==> config.mk <==
export PLATFORM = sky130hd
export DESIGN_NAME = prm_edge_scan
export DESIGN_NICKNAME = d
export VERILOG_FILES = /design/src/rtl/prm_edge_scan.sv
export SDC_FILE = /design/constraint.sdc
export NUM_CORES = 1
export LEC_CHECK = 0
export ABC_AREA = 0
export CELL_PAD_IN_SITES_DETAIL_PLACEMENT = 1
export CELL_PAD_IN_SITES_GLOBAL_PLACEMENT = 2
export CORE_MARGIN = 2
export CORE_UTILIZATION = 34
export DETAILED_ROUTE_END_ITERATION = 8
export HOLD_SLACK_MARGIN = 0.15
export PLACE_DENSITY_LB_ADDON = 0.12
export SETUP_SLACK_MARGIN = 0.15
export SYNTH_ARGS = -nofsm -noshare
export SYNTH_HDL_FRONTEND = slang
export SYNTH_SLANG_ARGS = --single-unit
==> constraint.sdc <==
create_clock -name clk -period 4.29 [get_ports clk]
set_input_delay 0.429 -clock clk [delete_from_list [all_inputs] [get_ports clk]]
set_output_delay 0.429 -clock clk [all_outputs]
set_load 0.02 [all_outputs]
==> src/rtl/prm_edge_scan.sv <==
// prm_edge_scan: sweeps an edge-code range into the obstacle checker and packs its masks into 32-bit words.
// Optional PRM_SCAN_CHK_PIPE_EN: checker treated as registered, masks pair with the previous cycle's code.
`default_nettype none

module prm_edge_scan #(
  parameter int CODE_W = 15,
  parameter int WORD_W = 32,
  parameter int CNT_W  = 16
) (
  input  logic              clk,
  input  logic              rst_n,
  input  logic              start_i,
  input  logic [CODE_W-1:0] first_code_i,
  input  logic [CODE_W-1:0] last_code_i,
  output logic [CODE_W-1:0] chk_code_o,
  input  logic              chk_mask_i,
  output logic              word_valid_o,
  input  logic              word_ready_i,
  output logic [WORD_W-1:0] word_data_o,
  output logic [CODE_W-1:0] word_base_o,
  output logic [CNT_W-1:0]  blocked_cnt_o,
  output logic              busy_o,
  output logic              done_o
);

  localparam int IDX_W = $clog2(WORD_W);

  typedef enum logic [2:0] {
    S_IDLE  = 3'd0,
    S_SCAN  = 3'd1,
    S_HOLD  = 3'd2,
    S_DRAIN = 3'd3,
    S_FIN   = 3'd4
  } state_t;

  state_t            r_state;
  logic [CODE_W-1:0] r_cur;
  logic [CODE_W-1:0] r_last;
  logic [CODE_W-1:0] r_base;
  logic [WORD_W-1:0] r_pack;
  logic              r_valid;
  logic [WORD_W-1:0] r_data;
  logic [CODE_W-1:0] r_wbase;
  logic [CNT_W-1:0]  r_cnt;
  logic              r_done;

  logic              w_samp_v;
  logic [CODE_W-1:0] w_scode;
  logic [CODE_W-1:0] w_off;
  logic [IDX_W-1:0]  w_idx;
  logic [WORD_W-1:0] w_bit;
  logic [WORD_W-1:0] w_pack_nxt;
  logic              w_final;
  logic              w_cmpl;
  logic              w_out_free;
  logic              w_cnt_inc;
  logic              w_adv;
  logic              w_hold_go;

`ifdef PRM_SCAN_CHK_PIPE_EN
  // Delay stage: the code whose mask arrives on chk_mask_i this cycle.
  logic              r_dv;
  logic [CODE_W-1:0] r_dcode;
  logic              r_issued_all;

  assign w_samp_v = (r_state == S_SCAN) && r_dv;
  assign w_scode  = r_dcode;
`else
  assign w_samp_v = (r_state == S_SCAN);
  assign w_scode  = r_cur;
`endif

  assign w_off      = w_scode - r_base;
  assign w_idx      = w_off[IDX_W-1:0];
  assign w_bit      = {{(WORD_W-1){1'b0}}, chk_mask_i} << w_idx;
  assign w_pack_nxt = r_pack | w_bit;
  assign w_final    = (w_scode == r_last);
  assign w_cmpl     = w_samp_v && (w_final || (w_off == CODE_W'(WORD_W-1)));
  assign w_out_free = !r_valid || word_ready_i;
  assign w_cnt_inc  = w_samp_v && chk_mask_i && (r_cnt != {CNT_W{1'b1}});
  assign w_adv      = (r_state == S_SCAN) && !(w_cmpl && (w_final || !w_out_free));
  assign w_hold_go  = (r_state == S_HOLD) && w_out_free && !w_final;

  always_ff @(posedge clk or negedge rst_n) begin
    if (!rst_n) begin
      r_state <= S_IDLE;
      r_cur   <= '0;
      r_last  <= '0;
      r_base  <= '0;
      r_pack  <= '0;
      r_valid <= 1'b0;
      r_data  <= '0;
      r_wbase <= '0;
      r_cnt   <= '0;
      r_done  <= 1'b0;
`ifdef PRM_SCAN_CHK_PIPE_EN
      r_dv         <= 1'b0;
      r_dcode      <= '0;
      r_issued_all <= 1'b0;
`endif
    end else begin
      r_done <= 1'b0;
      if (r_valid && word_ready_i) r_valid <= 1'b0;
      if (w_cnt_inc) r_cnt <= r_cnt + 1'b1;

`ifdef PRM_SCAN_CHK_PIPE_EN
      if (w_adv) begin
        if (!r_issued_all) begin
          r_dv    <= 1'b1;
          r_dcode <= r_cur;
          if (r_cur == r_last) r_issued_all <= 1'b1;
          else                 r_cur        <= r_cur + 1'b1;
        end else begin
          r_dv <= 1'b0;
        end
      end else if (w_hold_go) begin
        // The held sample is consumed; the next code is already on chk_code_o.
        r_dv <= 1'b0;
      end
`else
      if (w_adv || w_hold_go) r_cur <= r_cur + 1'b1;
`endif

      case (r_state)
        S_IDLE: begin
          if (start_i) begin
            r_last <= last_code_i;
            r_cur  <= first_code_i;
            r_base <= first_code_i;
            r_pack <= '0;
            r_cnt  <= '0;
`ifdef PRM_SCAN_CHK_PIPE_EN
            r_dv         <= 1'b0;
            r_issued_all <= 1'b0;
`endif
            if (first_code_i > last_code_i) begin
              r_state <= S_FIN;
              r_done  <= 1'b1;
            end else begin
              r_state <= S_SCAN;
            end
          end
        end
        S_SCAN: begin
          if (w_cmpl) begin
            if (w_out_free) begin
              r_valid <= 1'b1;
              r_data  <= w_pack_nxt;
              r_wbase <= r_base;
              r_pack  <= '0;
              if (w_final) r_state <= S_DRAIN;
              else         r_base  <= w_scode + 1'b1;
            end else begin
              r_pack  <= w_pack_nxt;
              r_state <= S_HOLD;
            end
          end else if (w_samp_v) begin
            r_pack <= w_pack_nxt;
          end
        end
        S_HOLD: begin
          if (w_out_free) begin
            r_valid <= 1'b1;
            r_data  <= r_pack;
            r_wbase <= r_base;
            r_pack  <= '0;
            if (w_final) begin
              r_state <= S_DRAIN;
            end else begin
              r_base  <= w_scode + 1'b1;
              r_state <= S_SCAN;
            end
          end
        end
        S_DRAIN: begin
          if (r_valid && word_ready_i) begin
            r_state <= S_FIN;
            r_done  <= 1'b1;
          end
        end
        S_FIN:   r_state <= S_IDLE;
        default: r_state <= S_IDLE;
      endcase
    end
  end

  assign chk_code_o    = r_cur;
  assign word_valid_o  = r_valid;
  assign word_data_o   = r_data;
  assign word_base_o   = r_wbase;
  assign blocked_cnt_o = r_cnt;
  assign busy_o        = (r_state != S_IDLE);
  assign done_o        = r_done;

endmodule

`default_nettype wire

==> impl_metrics.json <==
{
  "status": "finished, final reports clean",
  "grt_pass1_wl_mm": 38.8,
  "synthFlopType": "dfrtp_1",
  "routedWlPerCell_um": 18.1,
  "diodes": 0,
  "via_per_inst": 4.98,
  "critPathLaunchType": "flip-flop",
  "hold_viol": 0,
  "power_density_mw_per_mm2": 848,
  "dpl_cell_area_mm2": 0.00974,
  "die_y_um": 159,
  "io_buffer_count": 115,
  "final_common_cell": "dfrtp_1",
  "ir_worst_vdd_mv": 0.344,
  "clockBufferDepth": 2,
  "drive_gt1_frac": 0.115,
  "power_frac_seq": 0.259,
  "slowest_stage": "dfrtp_1",
  "fp.dieArea_mm2": 0.0252,
  "synth_area_leader_cell": "dfrtp_1",
  "synth_top_area_frac": 0.446,
  "synth-seq-cells": 145,
  "crit_buf_inv": 2,
  "avgSynthCellArea_um2": 9.39,
  "fin_worst_skew_ns": 0.0117,
  "whs_ns": 0.497,
  "timing.fmax_mhz": 253,
  "io_pins": 116,
  "relSlewSlack": 0.275,
  "drc": 0,
  "switching_power_mw": 4.17,
  "ant_nets": 0,
  "cp.required_ns": 4.63,
  "pwr-share-comb": 0.572,
  "max_stage_delay_ns": 0.58,
  "ys_types": 57,
  "worstPathCellList": "ha_2 -> xor2_1 -> nor3_1 -> nand4_1 -> or4b_1 -> a2111o_1 -> o31a_4 -> a21oi_4 -> buf_4 -> bufbuf_16 -> mux2i_1",
  "crit_family": "compound AO/OA/AOI/OAI gates",
  "cts_tree": "built",
  "clock_sinks": 145,
  "ys_seq_area_frac": 0.446,
  "area_growth_syn_to_layout_pct": 29.0,
  "rows": 56,
  "async_reset_ff_frac": 1.00,
  "drt_iter0_drc": 287,
  "numCtsBuffers": 17,
  "cts.reportedPaths.clkPinSlew_ns": 0.07,
  "fp.coreArea_mm2": 0.0235,
  "vias": 6671,
  "htree_levels": 4,
  "rsz0062_at_grt": "false",
  "fin_crit_sh": 0.921,
  "leakage_nw": 4.62,
  "swShare": 0.468,
  "worstMarginPinSlew_ns": 1.08,
  "synth_edf_count": 0,
  "setup_viol": 0,
  "ys_warn_count": 0,
  "synth_area_mm2": 0.00814,
  "clkLatencyLatePin_ns": 0.43,
  "grt_util_met1": 0.301,
  "synth_cells": 867,
  "p_int_mw": 4.74,
  "wirelength_mm": 24.2,
  "final_cell_mix": "dfrtp_1 (145), clkdlybuf4s50_1 (114), a21oi_1 (99)",
  "cts_root_buffer": "clkbuf_16",
  "tns_ns": 0,
  "die_w_um": 159,
  "crit_fanout": 15,
  "dp_hpwl_mm": 17.7,
  "antenna_found_initial": 0,
  "design_area_mm2": 0.0105,
  "use_met3": 0.0290,
  "grt_use_total": 0.196,
  "busiest_layer": "met1",
  "drv_slew": 0,
  "finalCriticalPeriod_ns": 3.95,
  "overflow": 0,
  "synth_nets": 934,
  "p_clk_frac": 0.169,
  "grt_pass1_vias": 6724,
  "cp_data_arrival_time_ns": 4.30,
  "start_util": 0.347,
  "place.gp.congestion": 0.801,
  "worstSetupEndpointType": "flip-flop",
  "synth_area_leaders": "dfrtp_1 (45%), mux2i_1 (6.3%), a21oi_1 (6.1%)",
  "critical_path_class": "flip-flop to flip-flop",
  "utilization": 0.447,
  "first_pass_iters": 4,
  "worstHoldPathType": "flip-flop to flip-flop",
  "nets": 1074,
  "max_cap_violations": 0,
  "grt_max_degree": 89,
  "met2_usage": 0.290
}
==> synth_stat cells, types with 5 or more instances <==
cell type	number
a21o_1	9
a21oi_1	99
a31oi_1	5
and2_1	9
and3_1	9
clkbuf_1	19
dfrtp_1	145
ha_1	31
inv_1	78
mux2_2	23
mux2i_1	51
nand2_1	62
nand3_1	23
nand4_1	7
nor2_1	89
nor2b_1	5
nor3_1	21
o211ai_1	13
o21ai_0	36
or2_2	6
or3_1	9
xnor2_1	21
xor2_1	30
==> power groups by stage <==
stage / clock, mW / sequential, mW / combinational (mW)
after CTS: 1.54 / 2.31 / 5.05
after global placement: 0 / 2.32 / 4.96
after detailed placement: 0 / 2.34 / 5.00
after global routing: 1.60 / 2.38 / 5.60
after floorplan: 0 / 2.61 / 2.78
final: 1.50 / 2.31 / 5.10
==> registers in the layout (all words and copies together) (netlist names) <==
name / cells
blocked_cnt_o: 16
chk_code_o: 15
done_o: 1
r_base: 15
r_last: 15
r_pack: 32
r_state: 3
word_base_o: 15
word_data_o: 32
word_valid_o: 1
==> what timing repair did <==
action,4_1_cts,5_1_grt
hold buffers,1,0
resized for setup,0,9
gates cloned,1,0
buffers inserted,2,8
hold endpoints to repair,86,0
setup endpoints to repair,27,59
pin swaps,3,4
==> worst min-delay path, cell delays in order, from the launching register on <==
cell and delay, ns:
dfrtp_1 0.34, a21oi_1 0.04, nor2_1 0.07
==> metal layers <==
layer / wire [um] / vias up / share of wire
met5: 0 / - / 0
met4: 270 / 0 / 0.011
met3: 649 / 17 / 0.027
met2: 10600 / 112 / 0.44
met1: 12700 / 3300 / 0.52
li1: - / 3242 / -
==> through the flow <==
step / total power [mW] / setup slack [ns] / instances
global route: 9.58 / 0.168 / 1339
detailed placement: 7.34 / 0.0965 / 1295
floorplan: 5.40 / 0.262 / 867
global placement: 7.28 / 0.189 / 1295
CTS: 8.90 / 0.199 / 1331
finish: 8.91 / 0.337 / 1339
==> path summary, 6_finish.rpt <==
check / startpoint / end / slack [ns] / cells after the start
setup / recovery: chk_code_o[2] / word_data_o[25] / 0.34 / 11
hold / removal: r_pack[21] / r_pack[21] / 0.50 / 2
setup reg to reg: chk_code_o[2] / word_data_o[25] / 0.34 / 11
hold reg to reg: r_pack[21] / r_pack[21] / 0.50 / 2
max in group asynchronous: rst_n / blocked_cnt_o[15] / 2.67 / 3
min in group asynchronous: rst_n / word_base_o[9] / 0.64 / 2
==> kinds of logic after synthesis <==
group / share of synthesized area
buf+inv: 0.0635
fa+ha+maj: 0.0501
xor+xnor: 0.0569
compound gates: 0.140
simple gates: 0.149
mux: 0.0946
flops: 0.446
==> area by class of cell <==
type / count / area (um^2)
multi-input combinational: 608 / 4030
timing repair buffer: 157 / 1560
inverter: 78 / 293
clock buffer: 17 / 425
tap: 319 / 399
clock inverter: 15 / 169
fill: 2697 / 13000
sequential: 145 / 3630
Note: power is estimated with default switching activity, not from simulation.
